### src/rtl/dmem_pkg.sv
// Shared definitions for the clocked data memory: access size encodings,
// controller states and the alignment check used by the top level.
package dmem_pkg;

   localparam logic [1:0] SZ_BYTE = 2'b00;
   localparam logic [1:0] SZ_HALF = 2'b01;
   localparam logic [1:0] SZ_WORD = 2'b10;
   localparam logic [1:0] SZ_RSVD = 2'b11;

   typedef enum logic [1:0] {
      INIT = 2'b00,
      IDLE = 2'b01,
      RESP = 2'b10
   } dmem_state_t;

   // Halves need an even address and words need a 4-byte aligned address;
   // bytes are always aligned and the reserved size is flagged elsewhere.
   function automatic logic isMisaligned(input logic [1:0] size, input logic [1:0] addrLo);
      logic mis;
      mis = 1'b0;
      case (size)
         SZ_HALF: mis = addrLo[0];
         SZ_WORD: mis = |addrLo;
         default: mis = 1'b0;
      endcase
      return mis;
   endfunction

endpackage

### src/rtl/dmem_lane_align.sv
// Combinational lane steering for the data memory: picks and extends the
// load lanes out of a stored word, and builds byte enables plus the
// replicated store data for a lane-merged write.
module dmem_lane_align
   import dmem_pkg::*;
(
   input  logic [1:0]  size_i,
   input  logic        signed_i,
   input  logic [1:0]  addrLo_i,
   input  logic [31:0] rword_i,
   input  logic [31:0] wdata_i,
   output logic [31:0] loadData_o,
   output logic [3:0]  byteEn_o,
   output logic [31:0] storeData_o
);

   logic [7:0]  loadByte;
   logic [15:0] loadHalf;

   // Select the addressed lanes, right-align them and extend to 32 bits; the
   // store side replicates the low data bytes so any enabled lane sees them.
   always_comb begin
      loadByte    = rword_i[8*addrLo_i +: 8];
      loadHalf    = addrLo_i[1] ? rword_i[31:16] : rword_i[15:0];
      loadData_o  = '0;
      byteEn_o    = '0;
      storeData_o = '0;
      case (size_i)
         SZ_BYTE: begin
            loadData_o  = signed_i ? {{24{loadByte[7]}}, loadByte} : {24'b0, loadByte};
            byteEn_o    = 4'b0001 << addrLo_i;
            storeData_o = {4{wdata_i[7:0]}};
         end
         SZ_HALF: begin
            loadData_o  = signed_i ? {{16{loadHalf[15]}}, loadHalf} : {16'b0, loadHalf};
            byteEn_o    = addrLo_i[1] ? 4'b1100 : 4'b0011;
            storeData_o = {2{wdata_i[15:0]}};
         end
         SZ_WORD: begin
            loadData_o  = rword_i;
            byteEn_o    = 4'b1111;
            storeData_o = wdata_i;
         end
         default: begin
            loadData_o  = '0;
            byteEn_o    = '0;
            storeData_o = '0;
         end
      endcase
   end

endmodule

### src/rtl/dmem_sync.sv
// Clocked data memory for the MEM stage: request/response handshake with a
// one-cycle registered response, byte/half/word accesses with extension,
// alignment and range checking, and an optional zero-fill sweep after reset.
module dmem_sync
   import dmem_pkg::*;
#(
   parameter int DEPTH      = 32,
   parameter int ADDR_W     = 32,
   parameter bit INIT_CLEAR = 1'b1
) (
   input  logic              clk,
   input  logic              rst_n,
   input  logic              req_valid,
   output logic              req_ready,
   input  logic              req_we,
   input  logic [1:0]        req_size,
   input  logic              req_signed,
   input  logic [ADDR_W-1:0] req_addr,
   input  logic [31:0]       req_wdata,
   output logic              rsp_valid,
   output logic [31:0]       rsp_rdata,
   output logic              rsp_err
);

   localparam int IDX_W = $clog2(DEPTH);

   logic [31:0]      mem_q [DEPTH];

   dmem_state_t      state_q;
   logic [IDX_W-1:0] sweepCnt_q;
   logic             ready_q;
   logic             rspValid_q;
   logic [31:0]      rspRdata_q;
   logic             rspErr_q;

   logic [IDX_W-1:0] wordIdx;
   logic             outOfRange;
   logic             reqErr;
   logic             accept;
   logic             sweepWe;
   logic             storeWe;
   logic [31:0]      loadData;
   logic [3:0]       byteEn;
   logic [31:0]      storeData;

   assign wordIdx    = req_addr[IDX_W+1:2];
   assign outOfRange = |(req_addr >> (IDX_W + 2));
   assign reqErr     = outOfRange || (req_size == SZ_RSVD) || isMisaligned(req_size, req_addr[1:0]);
   assign accept     = rst_n && (state_q == IDLE) && ready_q && req_valid;
   assign sweepWe    = rst_n && (state_q == INIT);
   assign storeWe    = accept && req_we && !reqErr;

   dmem_lane_align u_lane_align (
      .size_i      (req_size),
      .signed_i    (req_signed),
      .addrLo_i    (req_addr[1:0]),
      .rword_i     (mem_q[wordIdx]),
      .wdata_i     (req_wdata),
      .loadData_o  (loadData),
      .byteEn_o    (byteEn),
      .storeData_o (storeData)
   );

   // Array update: the zero-fill sweep owns the array while initialising,
   // otherwise an accepted error-free store merges its enabled lanes.
   always_ff @(posedge clk) begin
      if (sweepWe) begin
         mem_q[sweepCnt_q] <= '0;
      end else if (storeWe) begin
         for (int lane = 0; lane < 4; lane++) begin
            if (byteEn[lane]) begin
               mem_q[wordIdx][8*lane +: 8] <= storeData[8*lane +: 8];
            end
         end
      end
   end

   // Controller: sweep, wait for a request, then emit the one-cycle response
   // captured from the pre-write array at the accepting edge.
   always_ff @(posedge clk) begin
      if (!rst_n) begin
         state_q    <= INIT_CLEAR ? INIT : IDLE;
         sweepCnt_q <= '0;
         ready_q    <= 1'b0;
         rspValid_q <= 1'b0;
         rspRdata_q <= '0;
         rspErr_q   <= 1'b0;
      end else begin
         case (state_q)
            INIT: begin
               ready_q <= 1'b0;
               if (sweepCnt_q == IDX_W'(DEPTH - 1)) begin
                  sweepCnt_q <= '0;
                  state_q    <= IDLE;
                  ready_q    <= 1'b1;
               end else begin
                  sweepCnt_q <= sweepCnt_q + 1'b1;
               end
            end
            IDLE: begin
               rspValid_q <= 1'b0;
               if (accept) begin
                  state_q    <= RESP;
                  ready_q    <= 1'b0;
                  rspValid_q <= 1'b1;
                  rspErr_q   <= reqErr;
                  rspRdata_q <= (reqErr || req_we) ? 32'h0 : loadData;
               end else begin
                  ready_q <= 1'b1;
               end
            end
            RESP: begin
               state_q    <= IDLE;
               ready_q    <= 1'b1;
               rspValid_q <= 1'b0;
               rspRdata_q <= '0;
               rspErr_q   <= 1'b0;
            end
            default: begin
               state_q    <= IDLE;
               ready_q    <= 1'b0;
               rspValid_q <= 1'b0;
            end
         endcase
      end
   end

   assign req_ready = ready_q;
   assign rsp_valid = rspValid_q;
   assign rsp_rdata = rspRdata_q;
   assign rsp_err   = rspErr_q;

endmodule

### config.mk
export PLATFORM = sky130hd
export DESIGN_NAME = dmem_sync
export DESIGN_NICKNAME = d
export VERILOG_FILES = /design/src/rtl/dmem_pkg.sv /design/src/rtl/dmem_lane_align.sv /design/src/rtl/dmem_sync.sv
export SDC_FILE = /design/constraint.sdc
export NUM_CORES = 1
export LEC_CHECK = 0
export BUFFER_PORTS_ARGS = -buffer_cell sky130_fd_sc_hd__buf_2
export CAP_MARGIN = 10
export CORE_AREA = 5 5 314 316
export CTS_BUF_LIST = sky130_fd_sc_hd__clkbuf_4 sky130_fd_sc_hd__clkbuf_8 sky130_fd_sc_hd__clkbuf_16
export CTS_CLUSTER_SIZE = 16
export DETAILED_ROUTE_END_ITERATION = 6
export DIE_AREA = 0 0 319 321
export SETUP_SLACK_MARGIN = 0.05
export SYNTH_ARGS = -nofsm -noshare
export SYNTH_HDL_FRONTEND = slang
export SYNTH_SLANG_ARGS = --single-unit
### constraint.sdc
create_clock -name clk -period 4.3 [get_ports clk]
set_input_delay 0.43 -clock clk [delete_from_list [all_inputs] [get_ports clk]]
set_output_delay 0.43 -clock clk [all_outputs]
set_load 0.005 [all_outputs]
; After elaboration in Yosys (flattened, before gate mapping)
; Memory sizes are Yosys's and may differ from the RTL's.
; Cells that the tools add are included.
[word_totals]
register_bits = 42
out_inout_bits = 35
n_memories = 1
ram_bits = 1024
input_bits = 71
[mem_list]
columns = memory, depth, word_bits, read_ports, rd_ports_with_merged_regs, wr, line_no
row1 = mem_q, 32, 32, 1, 0, 1, dmem_sync.sv:27  ; logic [31:0] mem_q [DEPTH];
[op_classes]
shift = 2
n_eq_ne = 8
addsub = 1
n_reduce_logical = 18
muxes = 43
[op_table]
columns = cell, count
row1 = 32-bit case mux with 3 select lines, 2
row2 = 32-bit 2-to-1 mux, 5
row3 = 32-bit case mux with 2 select lines, 1
row4 = 32-bit OR reduction, 1
row5 = 32-bit by 6-bit indexed part select with 8-bit output, 1
row6 = 25-bit OR reduction, 1
row7 = 1-bit 2-to-1 mux, 22
row8 = 16-bit 2-to-1 mux, 1
row9 = 4-bit case mux with 3 select lines, 1
row10 = 5-bit 2-to-1 mux, 2
row11 = 4-bit 2-to-1 mux, 2
row12 = 2-bit == test (second input constant), 3
row13 = 1-bit logical AND, 6
row14 = 1-bit case mux with 2 select lines, 3
row15 = 5-bit by 1-bit adder with 5-bit output (second input constant), 1
row16 = 5-bit == test (second input constant), 1
row17 = 2-bit by 1-bit == test with 1-bit output (second input constant), 2
row18 = 2-bit logical NOT, 2
row19 = 2-bit 2-to-1 mux, 2
row20 = 2-bit case mux with 2 select lines, 1
row21 = 2-bit AND reduction, 2
row22 = 1-bit by 2-bit << shifter with 4-bit output (first input constant), 1
row23 = 1-bit logical OR, 3
row24 = 1-bit case mux with 3 select lines, 1
row25 = 5 further kinds, 5

; Logic depth before layout (Yosys ltp)
; Gate-level depths: netlist of run 1.
[logic_depth]
ltp_word = 11
ltp_mapped = 14

; By module
; A second synthesis of run 1 with hierarchy kept.
[unflattened]
hier_cells = 2274
hier_area_um2 = 43221.5
[by_module_without_submodules]
columns = module, n_inst, seq_area_each_um2, cells_each, area_per_inst_um2
row1 = dmem_sync, 1, 31590.3, 2066, 41888.9
row2 = dmem_lane_align, 1, 0.0, 208, 1332.5

; Least setup slack after synthesis of run 1
; Ideal clock, no wire load.
[synth_timing]
kind = input to register
startpoint = input req_size[0]
endpoint = memory mem_q[17][16] (enable)
t_required_ps = 3917
slack_ps = 785
setup_time_ps = 383
stages = 12
t_arrival_ps = 3132
path_buffers = 3
path_cell_list = inv_1 -> ha_1 -> clkbuf_1 -> o21ai_0 -> nand2_1 -> a211oi_1 -> and2_1 -> nand3_1 -> clkbuf_1 -> o31a_1 -> clkbuf_1 -> nor3_1
[synth_via]
elab_chain_len = 10
word_cells_on_any_way = 29
cone_classes = eq/ne: 3 / mux: 20 / reduce/logical: 6
[synth_lines]
columns = element, line_no
row1 = start: declaration, dmem_sync.sv:16  ; input logic [1:0] req_size,
row2 = "2-bit == test, or another cell as far along", "dmem_pkg.sv:21, dmem_lane_align.sv:28"
row3 = 1-bit case mux with 2 select lines / 1-bit logical OR (equally long branches), "dmem_pkg.sv:21, dmem_sync.sv:48"
row4 = 1-bit logical OR, dmem_sync.sv:48  ; assign reqErr = outOfRange || (req_size == SZ_RSVD) || isMisaligned(req_size, req_addr[1:0]);
row5 = 1-bit logical NOT, dmem_sync.sv:51  ; assign storeWe = accept && req_we && !reqErr;
row6 = 1-bit logical AND, dmem_sync.sv:51
row7 = 1-bit 2-to-1 mux, dmem_sync.sv:69  ; end else if (storeWe) begin
row8 = 1-bit 2-to-1 mux, dmem_sync.sv:67  ; if (sweepWe) begin
row9 = 1-bit 2-to-1 mux (implied by the code), dmem_sync.sv:72  ; mem_q[wordIdx][8*lane +: 8] <= storeData[8*lane +: 8];
row10 = 32-bit OR reduction (no source line), --
row11 = 5-bit 2-to-1 mux (no source line) / 4-bit 2-to-1 mux (equally long branches), --
row12 = end: declaration, dmem_sync.sv:27
; Parallel ways exist; a longest one is shown, timed or not.

; Final worst setup path of run 1
[layout_timing]
startpoint = input req_size[0]
endpoint = memory mem_q[21][23] (enable)
; The elaborated chain is that of the path after synthesis.

==> results of run 1 <==
==> how the worst max path moves through the flow <==
| stage | start | end | slack [ns] | cells past startpoint |
|---|---|---|---|---|
| floorplan | req_size[0] | mem_q[17][16] | 0.78 | 12 |
| finish | req_size[0] | mem_q[21][23] | 0.73 | 11 |
| global placement | req_size[0] | mem_q[25][19] | 0.17 | 11 |
| detailed placement | req_size[0] | mem_q[23][27] | 0.08 | 11 |
| CTS | state_q[0] | mem_q[23][29] | 0.74 | 10 |
| global route | state_q[0] | mem_q[10][3] | 0.48 | 10 |
==> final cells by class <==
class / count / area [um^2] / share of cell area [%]
timing repair buffer: 331 / 2390 / 4.82
antenna: 1 / 2.50 / 0.00505
inverter: 9 / 36.3 / 0.0732
clock inverter: 76 / 785 / 1.58
clock buffer: 126 / 2850 / 5.74
sequential: 1066 / 31600 / 63.7
multi-input combinational: 949 / 10300 / 20.8
tap: 1276 / 1600 / 3.22
==> power by group through the flow <==
stage	Sequential [mW]	Clock (mW)	Combinational, mW
detailed placement	11.5	0	0.946
global placement	11.5	0	0.938
global route	11.3	10.2	0.997
CTS	11.3	9.72	0.948
finish	11.3	9.55	0.951
floorplan	11.5	0	0.550
==> routing by layer <==
metal / routed length [um] / part of all wire [%] / GRT usage, %
met5: 13 / 0.012 / 0
met4: 2320 / 2.1 / 4.91
met2: 49900 / 46 / 32.0
met3: 10500 / 9.6 / 4.79
met1: 46800 / 43 / 31.7
==> cell usage in the layout (no fill, tap or decap), types with 15 or more instances in the layout <==
master / n
edfxtp_1: 1024
and2_1: 15
a21oi_2: 21
a22oi_1: 27
nor3_1: 124
clkbuf_4: 17
dfxtp_1: 42
mux2i_1: 73
clkinv_2: 28
a21oi_1: 15
bufinv_16: 15
o21ai_0: 16
nor2_1: 30
nand2_1: 139
mux4_2: 264
buf_2: 104
clkbuf_16: 107
clkinv_1: 20
buf_4: 209
==> registers in the layout, summed over array words and instances (netlist names) <==
name / count
sweepCnt_q: 5
req_ready: 1
mem_q: 1024
rsp_valid: 1
rsp_err: 1
rsp_rdata: 32
state_q: 2
==> kinds of logic after synthesis <==
logic type | Yosys count
flops | 1066
simple gates | 398
mux | 338
compound gates | 207
buf+inv | 158
fa+ha+maj | 6
==> worst min-delay path, stage by stage <==
cell and delay [ns]:
buf_2 0.10, nand2_1 0.06, a21oi_1 0.06, nor2b_1 0.09
==> per-stage QoR <==
| stage | worst slack (ns) | power [mW] | instances | area, um^2 | hold slack, ns |
|---|---|---|---|---|---|
| floorplan | 0.785 | 12.1 | 2173 | 42600 | 0.446 |
| global placement | 0.169 | 12.5 | 3625 | 45900 | 0.453 |
| detailed placement | 0.0785 | 12.5 | 3625 | 45900 | 0.462 |
| CTS | 0.741 | 22.0 | 3827 | 49500 | 0.0768 |
| global route | 0.476 | 22.5 | 3833 | 49600 | 0.120 |
| finish | 0.729 | 21.8 | 3834 | 49600 | 0.111 |
==> synth_stat cells (10+ instances only) <==
cell type,count
buf_2,20
a32oi_1,10
a32o_1,13
nor3_1,124
a221oi_1,14
buf_1,18
nor2_1,40
o21a_1,13
a21oi_1,36
nand3_1,11
edfxtp_1,1024
nand2_1,139
buf_6,19
mux2i_1,73
a211oi_1,12
buf_4,13
mux4_2,264
nor2b_1,10
a22oi_1,27
and2_1,15
o21ai_0,16
dfxtp_1,42
clkbuf_1,77
and3_1,14
o22ai_1,10
a31oi_1,14
==> summary.md, run 1 <==
| Metric | Value |
|---|---|
| Outcome | `completed` |
| Clock Path Buffers | `3` |
| Synth Area in Adders | `0.176%` |
| Via density | `between 5 and 6` |
| Number of vias in the routed layout | `22,860` |
| Initial antenna violation count | `3` |
| Crit-path most repeated cell | `buf_4` |
| Global-route wire length before repair | `159,000 um` |
| Final setup fails | `0` |
| Layout area overhead | `16.5%` |
| Pre-antenna DRT Iters | `5` |
| Die Wd | `319 um` |
| PwrDens | `between 400 and 500 mW/mm^2` |
| Core Box Area | `0.0957 mm^2` |
| Layout Skew | `0.0213 ns` |
| Hold Vio Cnt, Final | `0` |
| Critical path type | `input port to flop` |
| CTS clock-pin slew for the worst setup and hold paths | `0.06 ns` |
| Cts hold-fix bufs | `0` |
| H-Tree Level Count | `3` |
| Starting density of the core | `between 40% and 50%` |
| HP Class | `input port to flop` |
| Leakage | `17.1 nW` |
| VDD IR max | `0.324 mV` |
| Top cell type by total area after synthesis | `edfxtp_1` |
| Psw | `~4.5 mW` |
| Reg-to-reg endpoint | `mem_q[21][23]` |
| Max_cap viols | `0` |
| CP Data Arrival Time | `3.85 ns` |
| Post-synth top area share | `72.2%` |
| Layout Utilization | `51.8%` |
| Compound-Gate Fraction of Synth Area | `3.45%` |
| Mapped Cells | `2,173` |
| Total Routed Length | `109,000 um` |
| Clk sinks | `approximately 1,100` |
| RSZ-0062 raised after global routing | `false` |
| Synth Area in Simple Gates | `under 10%` |
| Ports | `106` |
| CP Launch Type | `input port` |
| Bufs and invs on worst path | `3` |
| Slowest cell on the critical path | `nor3_1` |
| Post-route ant nets | `0` |
| Setup tns final | `0 ns` |
| HP Start | `req_valid` |
| Crit. End Element | `flop` |
| Synthesis-stage register bit count | `about 1,100` |
| Required time of the critical path | `4.58 ns` |
| Die ar. | `~0.10 mm^2` |
| Syn nets | `2,250` |
| Reg power frac | `51.9%` |
| CP Max Fanout | `20` |
| EDFF count, synth | `1,024` |
| Syn avg cell area | `19.6 um^2` |
| Final net count | `2,540` |
| Synth cell types | `between 50 and 60` |
| Total gr overflow | `0` |
| Sw Ratio | `20.8%` |
| DRC Markers | `0` |
| Top delay family on crit path | `simple AND/OR/NAND/NOR gates` |
| Overall global routing resource usage | `21.1%` |
| Synthesized area | `0.0426 mm^2` |
| Placer Congestion | `0.867` |
| Max_slew headroom | `14.5%` |
| Hold Path End | `req_ready` |
| Worst skew pair latency | `0.68 ns` |
| Vias in the first global route | `23,019` |
| Hold Crit Depth | `4` |
| Final min period | `~3.6 ns` |
| Die extent in y | `321 um` |
| Initial DRC Count | `2,595` |
| Pin count of the biggest net entering global routing | `69` |
| R2r setup slk | `0.75 ns` |
| Routed WL per cell | `~29 um` |
| CTS tree | `done` |
| Post-Synth XOR/XNOR Area | `0%` |
| Crit share post-route | `83.0%` |
| Cell Int Power | `about 17 mW` |
| FF-to-FF Start | `state_q[0]` |
| HPWL Detailed | `about 72,000 um` |
| Sequential area share after synthesis | `74.2%` |
| Asr flop ratio synth | `0%` |
| Clock power frac | `43.8%` |
| TritonCTS Buffers | `~110` |
| Ys Warns | `0` |
| Largest family of logic cells by synthesized area | `multiplexers` |
| Pins Over Slew Limit | `0` |
| Clk root buf | `clkbuf_16` |
| CP max stage delay | `~0.97 ns` |
| Placement Rows | `114` |
| Mux contribution to synthesized area | `15.7%` |
| Fill count | `7,462` |
| Post-CTS Setup Bufs | `0` |
| Worst-Margin Slew | `1.27 ns` |
| Primary FF master, synth | `edfxtp_1` |
| CP Cell Sequence | `buf_2 -> ha_1 -> nor4_1 -> nand4_1 -> a211oi_1 -> and2_1 -> and3_1 -> buf_4 -> a31oi_2 -> buf_4 -> nor3_1` |
| R2r worst-path depth | `10` |
| Maximum clock frequency | `0.280 GHz` |
| Combinational power share | `4.4%` |
| Top cells by area, synth | `edfxtp_1 (72%), mux4_2 (14%), dfxtp_1 (2.0%), mux2i_1 (1.7%), nor3_1 (1.5%)` |
| CTS resizes | `0` |
| IO buf count | `105` |
| Layout cells sized above 1 | `32.5%` |
Power figures use the tool's default switching activity.
==> inputs of run 2 (changes only) <==
==> constraint.sdc (replaced) <==
create_clock -name clk -period 2.89 [get_ports clk]
set_input_delay 0.289 -clock clk [delete_from_list [all_inputs] [get_ports clk]]
set_output_delay 0.289 -clock clk [all_outputs]
set_load 0.005 [all_outputs]
==> run 2 against run 1 <==
Critical path depth increased by 2. Highest routed layer unchanged. Non-clock buffer count grew 190. Power increased by 48%. Worst hold slack worse by 0.0082 ns. Die area is the same. Sequential power increased by 49%. Combinational power grew 81%.
==> summary.md, run 2 (synthesis results as in run 1) <==
| Metric | Value |
|---|---|
| Max reg flops | `1,024` |
| Starting density of the core | `44.5%` |
| VDD IR max | `0.429 mV` |
| Global-route wire length before repair | `roughly 170,000 um` |
| Initial DRC Count | `approximately 2,800` |
| Layout area overhead | `22.5%` |
| Maximum clock frequency | `0.349 GHz` |
| Required time of the critical path | `3.29 ns` |
| Total Routed Length | `115,000 um` |
| Commonest non-fill, non-tap cell in the layout | `edfxtp_1` |
| IO buf count | `105` |
| Crit. End Element | `flop` |
| Clock power frac | `42.6%` |
| Worst-Margin Slew | `between 1 and 1.5 ns` |
| Die Wd | `319 um` |
| Final Non-Filler Cells | `4,008` |
| Pre-CTS WS | `-0.858 ns` |
| Layout cells sized above 1 | `between 30% and 40%` |
| Reg power frac | `52.1%` |
| Total gr overflow | `0` |
| Worst Slack Setup Final | `0.0221 ns` |
| CTS tree | `done` |
| Ports | `106` |
| Routed WL per cell | `28.8 um` |
| Footprint of the multi-input gates | `0.0109 mm^2` |
| CP max stage delay | `0.62 ns` |
| TritonCTS Buffers | `roughly 100` |
| Placer Congestion | `0.896` |
| Post-route ant nets | `0` |
| Slowest cell on the critical path | `a31oi_4` |
| DRC Markers | `0` |
| Die extent in y | `321 um` |
| Layout Skew | `0.0260 ns` |
| Final min period | `2.87 ns` |
| Most flop-heavy register | `mem_q` |
| Overall global routing resource usage | `22.3%` |
| Final net count | `2,725` |
| Pre-antenna DRT Iters | `7` |
| Max_cap viols | `0` |
| CP Cell Sequence | `inv_1 -> nor2_2 -> nand4_1 -> inv_1 -> and2_4 -> nand3_2 -> buf_4 -> nor3_1 -> buf_4 -> a31oi_4 -> buf_4 -> nor3_1 -> buf_4` |
| Final setup fails | `0` |
| Placement Rows | `114` |
| Via density | `a little under 6` |
| CP Data Arrival Time | `3.27 ns` |
| PwrDens | `620 mW/mm^2` |
| Clock Path Buffers | `3` |
| H-Tree Level Count | `3` |
| Worst skew pair latency | `0.67 ns` |
| Crit-path most repeated cell | `buf_4` |
| CTS clock-pin slew for the worst setup and hold paths | `0.06 ns` |
| Max_slew headroom | `16.1%` |
| Pins Over Slew Limit | `0` |
| CP Max Fanout | `12` |
| Crit share post-route | `99.2%` |
| Fill count | `7,305` |
| HP Class | `input port to flop` |
| Leakage | `18.2 nW` |
| Layout Utilization | `roughly 54%` |
| Die ar. | `just over 0.1 mm^2` |
| Core Box Area | `0.0957 mm^2` |
| Critical path type | `flop to flop` |
| Sequential cell area | `0.0316 mm^2` |
| Hold Vio Cnt, Final | `0` |
| Initial antenna violation count | `4` |
| Clk sinks | `1,066` |
| Power Total | `32.3 mW` |
| CP Launch Type | `flop` |
| Combinational power share | `between 5 and 6%` |
| Placed Instances | `3,808` |
| Number of vias in the routed layout | `23,659` |
| Cell Int Power | `25.6 mW` |
| HPWL Detailed | `79,600 um` |
| Vias in the first global route | `24,001` |
| Sw Ratio | `20.6%` |
| RSZ-0062 raised after global routing | `true` |
| Psw | `6.67 mW` |
| Outcome | `completed` |
| Clk root buf | `clkbuf_16` |
| Pin count of the biggest net entering global routing | `38` |
| Commonest non-fill, non-tap cells in the layout | `edfxtp_1 (1,024), buf_4 (333), mux4_2 (264)` |
==> run 2: cell types whose count changed in the layout (fill, tap and decap cells not counted), sizes merged <==
cell	delta
clkbuf	-1
inv	-4
clkinvlp	+1
clkinv	-12
dlygate4sd3	+1
buf	+190
bufinv	-1
==> run 2: power groups by stage <==
stage / Combinational, mW / Sequential [mW] / Clock, mW
final: 1.72 / 16.8 / 13.8
after global routing: 1.80 / 16.8 / 14.6
after CTS: 1.68 / 16.8 / 13.9
after detailed placement: 1.65 / 17.2 / 0
after global placement: 1.64 / 17.2 / 0
after floorplan: 0.837 / 17.2 / 0
==> run 2: final timing paths <==
| check | slack (ns) | cells past startpoint | to | from |
|---|---|---|---|---|
| setup / recovery | 0.02 | 13 | mem_q[8][30] | state_q[0] |
| setup reg to reg | 0.02 | 13 | mem_q[8][30] | state_q[0] |
| hold reg to reg | 0.45 | 2 | rsp_rdata[6] | rsp_rdata[6] |
| hold / removal | 0.10 | 5 | req_ready | req_valid |
==> run 2: stage by stage <==
stage                     setup TNS (ns)  hold WS (ns)  cell area, um^2
after global routing               -4.07         0.128            52200
after floorplan                  -178.20         0.446            42800
after CTS                         -12.72        0.0649            51800
after detailed placement         -488.25         0.440            48100
after global placement           -520.00         0.446            48100
final                                  0         0.103            52200
==> run 2: critical path: cells and delay by family, from the launching register on <==
| kind | cells | cell delay, ns |
|---|---|---|
| simple gates | 6 | 0.60 |
| buf+inv | 6 | 1.06 |
| compound gates | 1 | 0.62 |
| flops | 1 | 0.31 |
==> run 2: repair_timing <==
| item | 4_1_cts | 5_1_grt |
|---|---|---|
| setup endpoints to repair | 449 | 624 |
| hold buffers | 1 | 0 |
| gates resized for setup | 38 | 38 |
| buffers inserted | 1 | 9 |
| hold endpoints to repair | 1 | 0 |
| pin swaps | 3 | 18 |
==> run 2: cell type report <==
class,count,area share [%]
clock buffers,126,5.38
inverters,9,0.0696
well taps,1276,3.06
multi-input cells,949,20.8
diodes,1,0.00480
clock inverters,60,1.28
flip-flops and latches,1066,60.6
repair buffers,521,8.82
==> run 2: per-layer routing <==
layer  vias up  GRT usage (%)  share of wire, %
met3       186           6.42                10
met4         6           6.50               2.8
met2      1163           34.1                45
li1       9951              -                 -
met1     12353           31.7                42
met5         -          0.370             0.068
